==> src/rtl/uart_pkg.sv <==
// Shared state encoding, start-of-frame marker and discard cause codes.
// Latency: none (types and constants only).
// Backpressure: none (types and constants only).
package uart_pkg;

    typedef enum logic [2:0] {
        HUNT,
        LEN,
        PAY,
        CHK,
        OUT
    } state_t;

    localparam logic [7:0] SOF     = 8'hA5;

    localparam logic [1:0] ERR_LEN = 2'd1;
    localparam logic [1:0] ERR_CHK = 2'd2;
    localparam logic [1:0] ERR_TMO = 2'd3;

endpackage

==> src/rtl/frame_buf.sv <==
// Payload store: DEPTH x 8 register file, one write port, one async read port.
// Latency: write lands on the next rising edge; read data is combinational.
// Backpressure: none; the owner decides when to write and what to read.
module frame_buf #(
    parameter int DEPTH = 16,
    parameter int AW    = 4
) (
    input  logic          i_clk,
    input  logic          i_rst,
    input  logic          we,
    input  logic [AW-1:0] waddr,
    input  logic [7:0]    wdata,
    input  logic [AW-1:0] raddr,
    output logic [7:0]    rdata
);

    logic [7:0] mem [DEPTH];

    // Storage: cleared on reset, one byte written per enabled cycle.
    always_ff @(posedge i_clk or negedge i_rst) begin
        if (!i_rst) begin
            for (int i = 0; i < DEPTH; i++) begin
                mem[i] <= '0;
            end
        end else if (we) begin
            mem[waddr] <= wdata;
        end
    end

    assign rdata = mem[raddr];

endmodule

==> src/rtl/frame_parser.sv <==
// Frame decoder: hunts SOF, collects LEN-prefixed payload, checks additive sum, replays it.
// Latency: first payload byte is presented 1 cycle after the checksum byte is popped.
// Backpressure: FIFO is not popped while replaying; each byte is held until i_ack.
module frame_parser #(
    parameter int MAX_LEN = 16,
    parameter int TIMEOUT = 46080000
) (
    input  logic       i_clk,
    input  logic       i_rst,
    input  logic       i_ready,
    input  logic [7:0] i_D,
    output logic       o_read,
    output logic       o_valid,
    output logic [7:0] o_data,
    output logic       o_last,
    input  logic       i_ack,
    output logic [7:0] o_len,
    output logic       o_done,
    output logic       o_err,
    output logic [1:0] o_err_code,
    output logic       o_busy
);

    import uart_pkg::*;

    localparam int          AW        = (MAX_LEN > 1) ? $clog2(MAX_LEN) : 1;
    localparam logic [7:0]  MAX_LEN_B = 8'(MAX_LEN);
    // cnt_q holds the idle cycles already completed since the last accept or
    // state entry, so the current cycle is idle cycle cnt_q+1; abandon the
    // frame on idle cycle TIMEOUT-1 so the error lands TIMEOUT cycles after
    // the last byte.
    localparam logic [31:0] TMO_LAST  = (TIMEOUT >= 2) ? 32'(TIMEOUT - 2) : 32'd0;

    state_t      state_q, state_d;
    logic [7:0]  len_q, sum_q, idx_q;
    logic [31:0] cnt_q;
    logic        err_q, done_q;
    logic [1:0]  code_q;

    logic        accept, in_rx, tmo_hit, len_ok, chk_ok, idx_last;
    logic [7:0]  chk_sum, rdata;

    assign accept   = o_read;
    assign in_rx    = (state_q == LEN) || (state_q == PAY) || (state_q == CHK);
    assign tmo_hit  = in_rx && !accept && (cnt_q == TMO_LAST);
    assign len_ok   = (i_D != 8'd0) && (i_D <= MAX_LEN_B);
    assign chk_sum  = sum_q + i_D;
    assign chk_ok   = (chk_sum == 8'd0);
    assign idx_last = (idx_q == len_q - 8'd1);

    // State register.
    always_ff @(posedge i_clk or negedge i_rst) begin
        if (!i_rst) begin
            state_q <= HUNT;
        end else begin
            state_q <= state_d;
        end
    end

    // Next state: accepted bytes drive the frame walk; an accepted byte beats a timeout.
    always_comb begin
        state_d = state_q;
        case (state_q)
            HUNT: if (accept && (i_D == SOF)) state_d = LEN;
            LEN: begin
                if (accept)       state_d = len_ok ? PAY : HUNT;
                else if (tmo_hit) state_d = HUNT;
            end
            PAY: begin
                if (accept) begin
                    if (idx_last) state_d = CHK;
                end else if (tmo_hit) begin
                    state_d = HUNT;
                end
            end
            CHK: begin
                if (accept)       state_d = chk_ok ? OUT : HUNT;
                else if (tmo_hit) state_d = HUNT;
            end
            OUT:     if (i_ack && idx_last) state_d = HUNT;
            default: state_d = HUNT;
        endcase
    end

    // Outputs: pop the FIFO in every state except OUT (never while reset is held); replay from the buffer in OUT.
    always_comb begin
        o_read  = 1'b0;
        o_valid = 1'b0;
        o_data  = '0;
        o_last  = 1'b0;
        o_len   = '0;
        if (state_q == OUT) begin
            o_valid = 1'b1;
            o_data  = rdata;
            o_last  = idx_last;
            o_len   = len_q;
        end else begin
            o_read  = i_rst & i_ready;
        end
    end

    // Datapath: length, running sum, byte index, idle counter and registered pulses.
    always_ff @(posedge i_clk or negedge i_rst) begin
        if (!i_rst) begin
            len_q  <= '0;
            sum_q  <= '0;
            idx_q  <= '0;
            cnt_q  <= '0;
            err_q  <= 1'b0;
            done_q <= 1'b0;
            code_q <= '0;
        end else begin
            err_q  <= 1'b0;
            done_q <= 1'b0;
            cnt_q  <= (in_rx && !accept && !tmo_hit) ? cnt_q + 32'd1 : 32'd0;
            case (state_q)
                LEN: if (accept) begin
                    if (len_ok) begin
                        len_q <= i_D;
                        sum_q <= i_D;
                        idx_q <= '0;
                    end else begin
                        err_q  <= 1'b1;
                        code_q <= ERR_LEN;
                    end
                end
                PAY: if (accept) begin
                    sum_q <= sum_q + i_D;
                    idx_q <= idx_q + 8'd1;
                end
                CHK: if (accept) begin
                    if (chk_ok) begin
                        idx_q <= '0;
                    end else begin
                        err_q  <= 1'b1;
                        code_q <= ERR_CHK;
                    end
                end
                OUT: if (i_ack) begin
                    idx_q <= idx_q + 8'd1;
                    if (idx_last) done_q <= 1'b1;
                end
                default: ;
            endcase
            if (tmo_hit) begin
                err_q  <= 1'b1;
                code_q <= ERR_TMO;
            end
        end
    end

    frame_buf #(
        .DEPTH (MAX_LEN),
        .AW    (AW)
    ) u_buf (
        .i_clk (i_clk),
        .i_rst (i_rst),
        .we    ((state_q == PAY) && accept),
        .waddr (idx_q[AW-1:0]),
        .wdata (i_D),
        .raddr (idx_q[AW-1:0]),
        .rdata (rdata)
    );

    assign o_busy     = (state_q != HUNT);
    assign o_err      = err_q;
    assign o_done     = done_q;
    assign o_err_code = code_q;

endmodule
==> config.mk <==
export PLATFORM = sky130hd
export DESIGN_NAME = frame_parser
export DESIGN_NICKNAME = d
export VERILOG_FILES = /design/src/rtl/uart_pkg.sv /design/src/rtl/frame_buf.sv /design/src/rtl/frame_parser.sv
export SDC_FILE = /design/constraint.sdc
export NUM_CORES = 1
export LEC_CHECK = 0
export BUFFER_PORTS_ARGS = -buffer_cell sky130_fd_sc_hd__clkbuf_2
export CELL_PAD_IN_SITES_DETAIL_PLACEMENT = 0
export CELL_PAD_IN_SITES_GLOBAL_PLACEMENT = 1
export CORE_AREA = 2 2 140 142
export DETAILED_ROUTE_END_ITERATION = 10
export DIE_AREA = 0 0 142 144
export GPL_TIMING_DRIVEN = 1
export MAX_ROUTING_LAYER = met4
export PLACE_DENSITY = 0.87
export RECOVER_POWER = 50
export SETUP_SLACK_MARGIN = 0.15
export SYNTH_ARGS = -nofsm -noshare
export SYNTH_HDL_FRONTEND = slang
export SYNTH_SLANG_ARGS = --single-unit
==> constraint.sdc <==
create_clock -name i_clk -period 3.9 [get_ports i_clk]
set_input_delay 0.78 -clock i_clk [delete_from_list [all_inputs] [get_ports i_clk]]
set_output_delay 0.78 -clock i_clk [all_outputs]
set_load 0.03 [all_outputs]
# Word level (Yosys, flattened, before mapping)
# Cells that the tools add are included.
# classes
addsub	4
order_cmp	3
eq_ne	20
muxes	48
bitwise_logic	2
reduce_logical	24
# op_table
op	n
bitwise mux 128 bit	1
two-way mux 8 bit	14
adder 32 x 1 -> 32 bit (second input constant)	1
binary-select mux 8 bit (select 4 bit)	1
demux 8 bit (select 4 bit)	1
== test 32 x 26 -> 1 bit (second input constant)	1
two-way mux 32 bit	1
case mux 8 bit (4 select lines)	1
two-way mux 3 bit	8
!= test 2 bit (second input constant)	8
case mux 8 bit (2 select lines)	1
!= test 3 bit (second input constant)	5
case mux 3 bit (5 select lines)	1
two-way mux 2 bit	6
two-way mux 1 bit	11
adder 8 x 1 -> 8 bit (second input constant)	1
adder 8 bit	1
== test 8 bit	1
== test 8 bit (second input constant)	1
less-or-equal comparator 8 x 5 -> 1 bit (second input constant)	1
logical AND 1 bit	8
zero test 8 bit	1
nonzero test 8 bit	1
subtractor 8 x 1 -> 8 bit (second input constant)	1
other kinds (19)	24
# totals
ff_bits	191
input_bits	12
out_inout_bits	24
word_cells	125

# Depth between registers and ports, before layout
# depth
ltp_word	8
depth_mapped	9
mapped_depth_nobuf	8

# Modules after synthesis
# From an unflattened synthesis, not the netlist that was laid out.
# unflattened
cells_unflattened	777
area_unflattened_um2	9645.5
# by_module_without_submodules
mod	n_inst	cells_each	area_each_um2	seq_area_each_um2
frame_buf	1	365	5915.7	3203.1
frame_parser	1	412	3729.8	1576.5

# Worst setup path before layout
# OpenSTA, ideal clock, no wires.
# synth_timing
path_type	input to register
startpoint	input port i_D[0]
endpoint	register idx_q[2]
setup_time_ps	126
t_arrival_ps	2994
required_time_ps	3774
slack_ps	780
cell_stages	9
cell_sequence	ha_1 > fa_1 > a211o_1 > a21oi_1 > o221ai_1 > a2111o_1 > a21bo_1 > buf_6 > a221o_1
# synth_between
elab_chain_len	4
word_cells_on_any_way	8
# synth_lines
item	line_no	rtl
from (decl)	frame_parser.sv:11	input logic [7:0] i_D,
adder 8 bit, or another cell as far along	frame_parser.sv:47	assign chk_sum = sum_q + i_D;
zero test 8 bit / logical AND 1 bit (equally long branches)	frame_parser.sv:48, frame_parser.sv:46	
!= test 2 bit (no source line)	--	
AND reduction 7 bit (no source line) *	--	
to (signal assigned)	frame_parser.sv:129	idx_q <= idx_q + 8'd1;
to (signal assigned)	frame_parser.sv:140	idx_q <= idx_q + 8'd1;
to (decl)	frame_parser.sv:35	logic [7:0] len_q, sum_q, idx_q;
# Every way passes the cells marked *; elsewhere a longest branch is shown, timed or not.
# A chain may end at the register's enable or synchronous reset.

# Final worst setup path
# layout_timing
startpoint	register idx_q[2]
endpoint	output port o_last
# layout_between
elab_chain_len	2
# layout_lines
item	line_no	rtl
== test 8 bit	frame_parser.sv:49	assign idx_last = (idx_q == len_q - 8'd1);
two-way mux 1 bit	frame_parser.sv:92	if (state_q == OUT) begin
to (decl)	frame_parser.sv:15	output logic o_last,
# No other way between the ends.

==> flow_summary_export.csv <==
group,metric,value,unit
clock_network,cts_buffers,17,
synthesis,postSynthCellCount,762,
floorplanning,ios,36,
synthesis,synth-compound-area-share,0.0438,
place,port_buffers,35,
place,placed_cells,1006,
timing,clock_skew,0.00991,ns
global_routing,grt_max_degree,96,
worst_hold_path,min_path_type,"input pin to asynchronous set/reset pin",
critical_path,slowest_stage,"dfrtp_1",
synthesis,yosysTopAreaCell,"dfrtp_1",
clock_network,cts_resized,0,
power_and_ir_drop,p_per_area,424,nW/um^2
synthesis,synth_top_family_by_area,"multiplexers",
detailed_routing,wl_per_cell,21.4,um
clock_network,cts.clk_slew.worst_paths,0.08,ns
detailed_routing,ant_nets,0,
detailed_routing,first_pass_iters,5,
synthesis,synthFlopType,"dfrtp_1",
timing,fin_crit,3.64,ns
global_routing,grt_pass1_wl,35.9,mm
synthesis,syn_area_per_cell,12.5,sq um
floorplanning,die_area,20400,sq um
critical_path,path_cells,"xor2_1 -> or4_1 -> mux2i_1 -> nand4_1 -> nor2_1 -> clkbuf_2",
cells_and_area,most-common-layout-cells,"190 x dfrtp_1, 129 x mux2_2, 56 x nor2_1",
cells_and_area,layout_commonest_cell,"dfrtp_1",
clock_network,cts_buffer_depth,2,
clock_network,clkSinkCount,191,
synthesis,synthMuxAreaShare,0.254,
floorplanning,core,19100,sq um
clock_network,htreeDepth,4,
power_and_ir_drop,ir_drop,0.000323,V
timing,hold_viol_final,0,
cells_and_area,syn_to_final_growth,10.8,%
synthesis,synth_edf_count,0,
critical_path,arrival,2.86,ns
cells_and_area,postLayoutCoreUtil,0.555,
clock_network,clk_latency,0.44,ns
place,place.gp.congestion,0.855,
floorplanning,start_util,0.500,
synthesis,yosysTopAreaCellShare,0.501,
timing,period_share,0.933,
floorplanning,num_rows,51,
outcome,status,"finished, violations left",
clock_network,post_cts_buffers,0,
timing,tns,0,ns
floorplanning,die_w,142,um
power_and_ir_drop,p_leak,4.90,nW
run,maxCapViolCount,2,
critical_path,crit_fanout,18,
timing,fmax,275,MHz
outcome,violations,"max-capacitance violations, max-slew violations",
global_routing,grtUsageTotal,0.237,
synthesis,yosysSeqAreaShare,0.501,
clock_network,cts_root_buffer,"clkbuf_16",
place,dpl_cell_area,9990,sq um
synthesis,yosys.area_share.simple,0.119,
detailed_routing,vias,6349,
clock_network,cts_tree,"yes",
critical_path,critPathCaptureType,"output pin",
timing,setup_violations,0,
floorplanning,die_h,144,um
critical_path,crit_path_start_kind,"register",
synthesis,ys_top_cells_by_area,"dfrtp_1 50%, mux2_2 15%, mux4_2 9.4%, nor2_1 2.2%, xor2_1 2.2%",
synthesis,syn_nets,789,
cells_and_area,antenna_cells,0,
cells_and_area,drive_gt1_frac,0.325,
critical_path,max_stage_delay,0.91,ns
detailed_routing,avgViaCountPerCell,6.12,
timing,grt_setup_unrepaired,"false",
place,dpl.hpwl,14.6,mm
synthesis,synth-adder-area-share,0.0204,
global_routing,grt_pass1_vias,6566,
critical_path,cp.required,3.12,ns
cells_and_area,nNetsFinal,814,
clock_network,cts_hold_buf,0,
global_routing,antenna_found_initial,0,
timing,drv_slew,160,
synthesis,yosys_warnings,0,
synthesis,synth-seq-cells,191,
timing,max_slew_margin,-0.511,
critical_path,crit_type,"register to output pin",
synthesis,synth.distinct_cells,59,
cells_and_area,fin_area,10600,sq um
cells_and_area,instances_no_fill,1038,
synthesis,synth_xor_area_frac,0.0385,
detailed_routing,routed_wl,22.2,mm
detailed_routing,drc,0,
timing,tightest_slew,2.27,ns
synthesis,synth_area,9550,sq um
synthesis,synthArstFlopShare,1.00,
detailed_routing,dr.first_iter.drc_count,542,
global_routing,grt-ovfl-total,0,
[power breakdown]
part	switching [mW]	leakage [nW]	total [mW]	internal, mW
combinational	0.302	1.99	0.547	0.245
sequential	0.120	2.61	2.13	2.01
clock	0.833	0.291	1.80	0.967
[critical path, delay by kind of cell, from the launching register on]
family / cells / cell delay (ns)
XOR/XNOR: 1 / 0.21
buffers and inverters: 1 / 0.22
flip-flops: 1 / 0.91
multiplexers: 1 / 0.17
AND/OR/NAND/NOR: 3 / 0.88
[final timing paths]
| kind | start | end | slack (ns) | depth (start not counted) |
|---|---|---|---|---|
| max | idx_q[2] | o_last | 0.26 | 6 |
| max in group asynchronous | i_rst | u_buf.mem[20] | 1.15 | 2 |
| max reg2reg | cnt_q[22] | cnt_q[27] | 0.75 | 6 |
| min reg2reg | sum_q[5] | sum_q[5] | 0.50 | 2 |
| min in group i_clk | sum_q[5] | sum_q[5] | 0.50 | 2 |
| min | i_rst | o_done | 0.23 | 1 |
[sequential cells by signal, summed over array words and instances, names as in the netlist]
register	cells
u_buf.mem	128
cnt_q	32
idx_q	8
len_q	8
sum_q	8
state_q	3
o_err_code	2
o_done	1
o_err	1
[layout make-up]
type / count / area, sq um
Clock buffer: 17 / 425
Clock inverter: 15 / 180
Fill cell: 1482 / 8500
Inverter: 12 / 45.0
Multi-Input combinational cell: 516 / 4550
Sequential cell: 191 / 4780
Tap cell: 238 / 298
Timing Repair Buffer: 49 / 298
[metal layers]
layer / vias to the layer above / track usage / part of all wire
met5: - / - / 0
met4: 0 / 0.0837 / 0.023
met3: 46 / 0.0401 / 0.039
met2: 171 / 0.394 / 0.52
met1: 3301 / 0.296 / 0.42
li1: 2831 / - / -
[cells by family after synthesis]
group,after synthesis
buf+inv,55
flops,191
xor+xnor,42
mux,176
compound gates,59
fa+ha+maj,15
simple gates,224
[synthesized netlist by cell type (all sizes together) (9+ instances only)]
master    n
nor3     11
ha       14
nand3    26
mux2    131
dfrtp   191
and2     13
or3      10
xor2     24
nand4    14
inv      12
and3      9
mux4     40
nand2    49
nor2     56
o21ai    15
clkbuf   35
xnor2    18
a21oi    10
[stage by stage]
stage	hold WS [ns]	setup WS (ns)	total power, mW
2_1_floorplan	0.443	0.780	2.53
3_3_place_gp	0.469	0.492	2.69
3_5_place_dp	0.469	0.395	2.72
4_1_cts	0.240	0.269	4.49
5_1_grt	0.246	0.198	4.63
6_report	0.229	0.262	4.48
(Power assumes the default switching activity.)
